==> src/rtl/raw_hazard_ctrl.sv <==
// Hazard/forwarding controller for a 5-stage RV32I pipeline: tracks destination
// registers per stage and derives bypass selects, forwarding selects and load-use stalls.
module raw_hazard_ctrl #(
  parameter int REG_W = 5,
  parameter int CNT_W = 32
) (
  input  logic             clk,
  input  logic             rst,
  input  logic             id_valid_i,
  input  logic [REG_W-1:0] id_rs1_i,
  input  logic [REG_W-1:0] id_rs2_i,
  input  logic             id_use_rs1_i,
  input  logic             id_use_rs2_i,
  input  logic [REG_W-1:0] id_rd_i,
  input  logic             id_regwrite_i,
  input  logic             id_memread_i,
  input  logic             flush_i,
  input  logic             mem_stall_i,
  input  logic             cnt_clr_i,
  output logic             mux_Sel_RAW_ID_rs1,
  output logic             mux_Sel_RAW_ID_rs2,
  output logic [1:0]       fwd_ex_rs1,
  output logic [1:0]       fwd_ex_rs2,
  output logic             pc_en_o,
  output logic             ifid_en_o,
  output logic             idex_bubble_o,
  output logic             ifid_flush_o,
  output logic             loaduse_stall_o,
  output logic [CNT_W-1:0] stall_cnt_o
);

  // Shadow destination state for EX, MEM and WB
  logic [1:0][REG_W-1:0] ex_rs_reg;
  logic [REG_W-1:0]      ex_rd_reg, mem_rd_reg, wb_rd_reg;
  logic                  ex_regwrite_reg, mem_regwrite_reg, wb_regwrite_reg;
  logic                  ex_memread_reg;
  logic [CNT_W-1:0]      stall_cnt_reg;

  logic [1:0][REG_W-1:0] id_rs;
  logic [1:0]            id_use;
  logic [1:0]            id_bypass;
  logic [1:0][1:0]       fwd_sel;
  logic [1:0]            ex_hit;
  logic                  loaduse;
  logic                  ex_load_bubble;

  assign id_rs  = {id_rs2_i, id_rs1_i};
  assign id_use = {id_use_rs2_i, id_use_rs1_i};

  // A stage "writes x" only for a real write to a non-zero register
  function automatic logic writes(input logic rw, input logic [REG_W-1:0] rd,
                                  input logic [REG_W-1:0] x);
    return rw && (rd != '0) && (rd == x);
  endfunction

  generate
    for (genvar gi = 0; gi < 2; gi++) begin : g_operand
      assign id_bypass[gi] = id_valid_i & id_use[gi]
                           & writes(wb_regwrite_reg, wb_rd_reg, id_rs[gi]);
      // EX/MEM result is younger than MEM/WB, so it takes precedence
      assign fwd_sel[gi] = writes(mem_regwrite_reg, mem_rd_reg, ex_rs_reg[gi]) ? 2'b10 :
                           writes(wb_regwrite_reg,  wb_rd_reg,  ex_rs_reg[gi]) ? 2'b01 :
                                                                                 2'b00;
      assign ex_hit[gi] = id_use[gi] & writes(ex_regwrite_reg, ex_rd_reg, id_rs[gi]);
    end
  endgenerate

  assign mux_Sel_RAW_ID_rs1 = id_bypass[0];
  assign mux_Sel_RAW_ID_rs2 = id_bypass[1];
  assign fwd_ex_rs1         = fwd_sel[0];
  assign fwd_ex_rs2         = fwd_sel[1];
  assign loaduse            = id_valid_i & ex_memread_reg & (|ex_hit);
  assign loaduse_stall_o    = loaduse;
  assign stall_cnt_o        = stall_cnt_reg;

  always_comb begin
    pc_en_o       = 1'b1;
    ifid_en_o     = 1'b1;
    idex_bubble_o = 1'b0;
    ifid_flush_o  = 1'b0;
    if (mem_stall_i) begin
      pc_en_o   = 1'b0;
      ifid_en_o = 1'b0;
    end else if (flush_i) begin
      ifid_flush_o  = 1'b1;
      idex_bubble_o = 1'b1;
    end else if (loaduse) begin
      pc_en_o       = 1'b0;
      ifid_en_o     = 1'b0;
      idex_bubble_o = 1'b1;
    end
  end

  assign ex_load_bubble = idex_bubble_o | ~id_valid_i;

  always_ff @(posedge clk) begin
    if (rst) begin
      ex_rs_reg        <= '0;
      ex_rd_reg        <= '0;
      ex_regwrite_reg  <= 1'b0;
      ex_memread_reg   <= 1'b0;
      mem_rd_reg       <= '0;
      mem_regwrite_reg <= 1'b0;
      wb_rd_reg        <= '0;
      wb_regwrite_reg  <= 1'b0;
    end else if (!mem_stall_i) begin
      wb_rd_reg        <= mem_rd_reg;
      wb_regwrite_reg  <= mem_regwrite_reg;
      mem_rd_reg       <= ex_rd_reg;
      mem_regwrite_reg <= ex_regwrite_reg;
      if (ex_load_bubble) begin
        ex_rs_reg       <= '0;
        ex_rd_reg       <= '0;
        ex_regwrite_reg <= 1'b0;
        ex_memread_reg  <= 1'b0;
      end else begin
        ex_rs_reg       <= id_rs;
        ex_rd_reg       <= id_rd_i;
        ex_regwrite_reg <= id_regwrite_i;
        ex_memread_reg  <= id_memread_i;
      end
    end
  end

  // Counts only stalls that actually cost a cycle; saturates instead of wrapping
  always_ff @(posedge clk) begin
    if (rst || cnt_clr_i) begin
      stall_cnt_reg <= '0;
    end else if (loaduse && !flush_i && !mem_stall_i && !(&stall_cnt_reg)) begin
      stall_cnt_reg <= stall_cnt_reg + 1'b1;
    end
  end

endmodule

==> config.mk <==
export PLATFORM = sky130hd
export DESIGN_NAME = raw_hazard_ctrl
export DESIGN_NICKNAME = d
export VERILOG_FILES = /design/src/rtl/raw_hazard_ctrl.sv
export SDC_FILE = /design/constraint.sdc
export NUM_CORES = 1
export LEC_CHECK = 0
export CORE_UTILIZATION = 43
export DETAILED_ROUTE_END_ITERATION = 10
export PLACE_DENSITY = 0.77
export SYNTH_ARGS = -nofsm -noshare
export SYNTH_HDL_FRONTEND = slang
export SYNTH_SLANG_ARGS = --single-unit
==> constraint.sdc <==
create_clock -name clk -period 2.4 [get_ports clk]
set_clock_uncertainty 0.05 [all_clocks]
set_input_delay 0.6 -clock clk [delete_from_list [all_inputs] [get_ports clk]]
set_output_delay 0.6 -clock clk [all_outputs]
set_load 0.03 [all_outputs]
==> impl_metrics.yaml, run 1 <==
worst_setup_path:
  crit_type: "reg -> out"
  r2r_start: "ex_rd_reg[4]"
  reg2regPathDepth: 9
  cp_slowest_stage_delay_ps: 550
  cp.arrival_ps: 1890
  worstReg2RegEnd: "stall_cnt_o[26]"
  cp-end-kind: "output pin"
  critical_path.slowest_cell: "or4_4"
  path_cells: "or4_4 -> o21ai_4 -> nor4_4 -> nor4_4 -> buf_6"
  r2r_setup_slack_ps: -70
  critPathRequiredTime_ps: 1750
  path_max_fanout: 2
  crit_path_start_kind: "flip-flop"
  cp_common_cell: "nor4_4"
timing:
  rsz0062_at_grt: "yes"
  setup_ws_ps: -141
  tightest_slew_ps: 521
  holdWs_ps: 473
  setup_viol_count_final: 7
  final.min_clock_period_ps: 2540
  slew_headroom_pct: 65.1
  finalMaxSlewViolations: 0
  hold_viol: 0
  fmax_ghz: 0.394
  period_share_pct: 106
  fin_tns_setup_ps: -594
min_path:
  hp-start: "stall_cnt_o[22]"
  hp-class: "reg -> reg"
  whs_path_depth: 2
  hold_path_end: "stall_cnt_o[22]"
synthesis:
  synthesis.area_um2: 3340
  yosysWarnings: 0
  async_reset_ff_share_pct: 0
  synth_cell_types: 47
  syn_area_per_cell_um2: 8.70
  synth_common_cells: "dfxtp_1, nor2_1, nand2_1, xnor2_1, nand3_1"
  synth_area_leader_cell: "dfxtp_1"
  synth-seq-cells: 61
  synthCells: 384
  synth_top_cell_area_share_pct: 36.6
  seq_area_frac_synth_pct: 36.6
  synth_edf_count: 0
  yosysMostFrequentCell: "dfxtp_1"
  synth_area_leaders: "dfxtp_1, xnor2_1, nor2_1, xor2_1, a22oi_1"
  syn-num-nets: 410
  synth_flop_cell: "dfxtp_1"
routing:
  drc: 0
  viasPerCell: 5.69
  drt-initial-drc-count: 221
  drtPass1Iterations: 5
  drt-total-wl_um: 10500
  num_vias: 3526
  antenna_left: 0
  wl_per_cell_um: 17.0
cts:
  clk-insertion-delay-late_ps: 330
  clk_path_buf_depth: 2
  clock_sinks: 61
  cts_tree: "done"
  root_buffer: "clkbuf_8"
  path_clk_slew_ps: 60
  cts_made_buffers: 9
  cts-htree-levels: 3
run_status:
  status: "finished with violations"
  violations: "setup timing"
die:
  num_rows: 31
  die_w_um: 90.1
  start_util_pct: 45.3
  die_area_um2: 8130
  fp.coreArea_um2: 7370
  die_y_um: 90.1
  pin_count: 68
placement:
  pre_cts_ws_ps: -554
  post_dp_cell_area_um2: 4580
  place_congestion: 0.935
  place.detailed.hpwl_um: 7250
  portBuffers: 67
flow_run:
  maxCapViolCount: 0
global_route:
  grt_pass1_wl_um: 16500
  grt_usage_pct: 25.2
  grt_antenna_before_repair: 0
  gr-total-overflow: 0
  grt_pass1_vias: 3447
  grt_max_degree: 33
layout:
  largest_reg_flops: 32
  fillCellCount: 572
  nets: 543
  drive_gt1_share_pct: 38.8
  fin_area_um2: 4970
  area_growth_pct: 48.9
  diodes: 0
pwr:
  power.density_nw_per_um2: 404
  irDropWorstVdd_uv: 277
  p_leak_nw: 1.85
==> repair_timing <==
item | CTS | global route
gates resized for setup | 58 | 40
cloned | 1 | 0
setup endpoints to repair | 37 | 17
buffers inserted | 4 | 3
pin swaps | 20 | 22
hold buffers | 0 | 0
==> cell families (layout without fill, tap and decap cells) <==
| group | Yosys count | after routing | share of synthesized area (%) |
|---|---|---|---|
| multiplexers | 12 | 12 | 3.60 |
| adder cells (fa/ha/maj) | 1 | 1 | 0.374 |
| buffers and inverters | 28 | 164 | 4.68 |
| AO/OA/AOI/OAI | 85 | 86 | 18.7 |
| XOR/XNOR | 41 | 41 | 10.7 |
| AND/OR/NAND/NOR | 156 | 156 | 25.4 |
| flip-flops | 61 | 61 | 36.6 |
==> power breakdown <==
| part | internal [W] | switching (W) | total [W] |
|---|---|---|---|
| sequential | 0.00102 | 0.0000120 | 0.00103 |
| clock | 0.000395 | 0.000374 | 0.000769 |
| combinational | 0.000103 | 0.000108 | 0.000212 |
==> routing by layer <==
metal,GRT usage (%),share of wire (%),vias up
met2,43.6,50,149
met5,0,0,-
li1,-,-,1670
met3,5.67,6.7,18
met1,30.5,41,1689
met4,9.01,1.9,0
==> layout make-up <==
cell class,instances,area (µm²),area share [%]
inverter,7,26.3,0.528
clock buffer,13,149,2.99
sequential,61,1250,25.2
clock inverter,2,10.0,0.201
multi-input combinational,296,2190,44.1
timing repair buffer,142,1220,24.5
tap,99,124,2.49
==> how the worst max path moves through the flow <==
stage	slack (ps)	to	start	cells past startpoint
after floorplan	1	stall_cnt_o[8]	stall_cnt_o[3]	8
after global placement	-530	stall_cnt_o[13]	id_rs2_i[3]	7
after detailed placement	-550	stall_cnt_o[13]	id_rs2_i[1]	7
after CTS	-150	fwd_ex_rs2[0]	mem_rd_reg[4]	5
after global routing	-200	fwd_ex_rs2[0]	mem_rd_reg[4]	5
final	-140	fwd_ex_rs2[0]	mem_rd_reg[4]	5
==> cells in the final DEF, fill, tap and decap left out, types with 8 or more instances in the layout <==
master	n
buf_6	10
a21oi_2	15
mux2i_1	12
or3_1	10
xor2_1	16
nand3_1	17
nand2_1	24
clkdlybuf4s50_1	43
buf_4	75
a22oi_1	17
o31ai_1	10
a21oi_1	14
clkbuf_8	10
dfxtp_2	11
xnor2_2	8
dfxtp_1	45
nand4_1	12
or4_2	10
xnor2_1	17
nor2_1	41
==> critical path, delay by kind of cell, from the launching register on <==
family | cells | cell delay, ps
compound gates | 1 | 220
simple gates | 3 | 820
buf+inv | 1 | 170
flops | 1 | 350
==> per-stage QoR <==
step | util (%) | total power, W | std cells
2_1_floorplan | - | 0.00115 | 384
3_3_place_gp | 62.1 | 0.00125 | 598
3_5_place_dp | 62.1 | 0.00125 | 598
4_1_cts | 65.6 | 0.00201 | 617
5_1_grt | 67.5 | 0.00208 | 620
6_report | 67.5 | 0.00201 | 620
Note: power is estimated with default switching activity, not from simulation.
==> run 2: changes to the inputs <==
--- a/config.mk
+++ b/config.mk
@@ -5,9 +5,11 @@
 export SDC_FILE = /design/constraint.sdc
 export NUM_CORES = 1
 export LEC_CHECK = 0
+export CORE_MARGIN = 8
 export CORE_UTILIZATION = 43
 export DETAILED_ROUTE_END_ITERATION = 10
 export PLACE_DENSITY = 0.77
 export SYNTH_ARGS = -nofsm -noshare
 export SYNTH_HDL_FRONTEND = slang
 export SYNTH_SLANG_ARGS = --single-unit
+export TNS_END_PERCENT = 1
==> run 2 against run 1 <==
The flow still finishes with violations (setup timing). Sequential power is essentially flat. Flip-flop and latch count is the same. Non-clock buffer count shrank 8. Via count shrank 4.2%. Utilization shrank 2.9 points. Cell area shrank 0.63%. Highest routed layer unchanged. Die area grew 33%. Sequential share of layout area shrank 0.22 points. Register-to-register slack gained 110 ps. First-iteration DRC count shrank 23%.
==> impl_metrics.yaml, run 2 (synthesis gave the netlist of run 1 again) <==
worst_setup_path:
  cp.arrival_ps: 1850
  crit_path_start: "id_rs2_i[3]"
  crit_path_start_kind: "input port"
  path_max_fanout: 2
  r2r_start: "stall_cnt_o[4]"
  crit_type: "in -> out"
  critPathRequiredTime_ps: 1750
  cp-end-kind: "output pin"
routing:
  num_vias: 3377
  drc: 0
  viasPerCell: 5.49
  drtPass1Iterations: 4
  wl_per_cell_um: 16.6
  drt-initial-drc-count: 171
  drt-total-wl_um: 10200
  antenna_left: 0
die:
  start_util_pct: 43.7
  num_rows: 32
  die_w_um: 104
  fp.coreArea_um2: 7650
  pin_count: 68
  die_y_um: 104
  die_area_um2: 10800
placement:
  place_congestion: 0.920
  place.detailed.hpwl_um: 7450
  portBuffers: 67
global_route:
  grt_usage_pct: 19.0
  grt_pass1_wl_um: 17000
  gr-total-overflow: 0
  grt_antenna_before_repair: 0
  grt_pass1_vias: 3485
  grt_max_degree: 33
cts:
  clk_path_buf_depth: 2
  clock_sinks: 61
  root_buffer: "clkbuf_8"
  cts_made_buffers: 9
  path_clk_slew_ps: 70
  cts_tree: "done"
  clk-insertion-delay-late_ps: 340
  cts-htree-levels: 3
  hold_buffers: 0
timing:
  final.min_clock_period_ps: 2500
  rsz0062_at_grt: "yes"
  holdWs_ps: 462
  period_share_pct: 104
  fin_tns_setup_ps: -480
  hold_viol: 0
  slew_headroom_pct: 62.8
  tightest_slew_ps: 555
  finalMaxSlewViolations: 0
  setup_ws_ps: -96.3
  fmax_ghz: 0.401
  setup_viol_count_final: 9
layout:
  area_growth_pct: 47.9
  largest_reg_flops: 32
  fillCellCount: 603
  drive_gt1_share_pct: 34.7
  final_common_cell: "buf_4"
  postLayoutCoreUtil_pct: 64.6
  most-common-layout-cells: "buf_4, dfxtp_1, clkdlybuf4s50_1"
  nets: 534
  diodes: 0
pwr:
  comb_power_share_pct: 8.5
  irDropWorstVdd_uv: 278
  p_leak_nw: 1.81
  pwr-share-clk_pct: 48.1
  seqPwrFrac_pct: 43.4
  power_w: 0.00238
  p_sw_share_pct: 22.8
  intPower_w: 0.00183
  p_sw_w: 0.000542
  power.density_nw_per_um2: 481
flow_run:
  maxCapViolCount: 0
run_status:
  status: "finished with violations"
  violations: "setup timing"
min_path:
  hp-start: "stall_cnt_o[23]"
  hp-class: "reg -> reg"
## run 2: changes by cell type in the layout (fill, tap and decap cells not counted), sizes merged
cell and change:
buf -14, dlygate4sd2 +2, clkinv -1, bufinv +3, clkbuf -3, clkdlybuf4s15 +4
clkinvlp +2, o211ai -1
## run 2: worst max-delay path, cell delays in order
cell and delay (ps):
clkdlybuf4s15_1 250, buf_4 180, xor2_1 140, nor4_1 270, nand3_1 110, nor2_1 120, buf_4 180
## run 2: layer usage
layer	part of all wire (%)	wire length [µm]	track usage (%)
met1	44	4480	22.1
met2	47	4840	31.3
met3	5.3	544	5.27
met4	3.6	365	9.51
met5	0	0	0
## run 2: worst paths after layout
path                                      endpoint  slack, ps  cells after the start
worst max-delay path            mux_Sel_RAW_ID_rs2       -100                      7
worst min-delay path               stall_cnt_o[23]        460                      2
worst max register to register     stall_cnt_o[25]         40                      7
worst min register to register     stall_cnt_o[23]        460                      2
## run 2: area by class of cell
class	count	area, µm²	area share, %
Tap cell	102	128	2.58
Multi-Input combinational cell	295	2130	43.1
Inverter	7	26.3	0.532
Clock inverter	6	110	2.23
Timing Repair Buffer	134	1170	23.8
Sequential cell	61	1230	25.0
Clock buffer	10	138	2.78
## run 2: power by group through the flow
stage	registers, W	logic [W]	clock network, W
floorplan	0.00105	0.0000951	0
global placement	0.00105	0.000189	0
detailed placement	0.00105	0.000191	0
CTS	0.00103	0.000197	0.00116
global route	0.00103	0.000214	0.00122
finish	0.00103	0.000202	0.00114
## run 2: stage by stage
stage | setup slack [ps] | cells | cell area (µm²)
after detailed placement | -544 | 598 | 4540
after global routing | -180 | 615 | 4940
after CTS | -111 | 615 | 4880
after floorplan | -73.6 | 384 | 3400
final | -96.3 | 615 | 4940
after global placement | -501 | 598 | 4540
## run 2: timing repair
item	4_1_cts	5_1_grt
setup endpoints to repair	32	33
resized for setup	53	17
pin swaps	16	7
buffers inserted	1	0
gates cloned	0	0
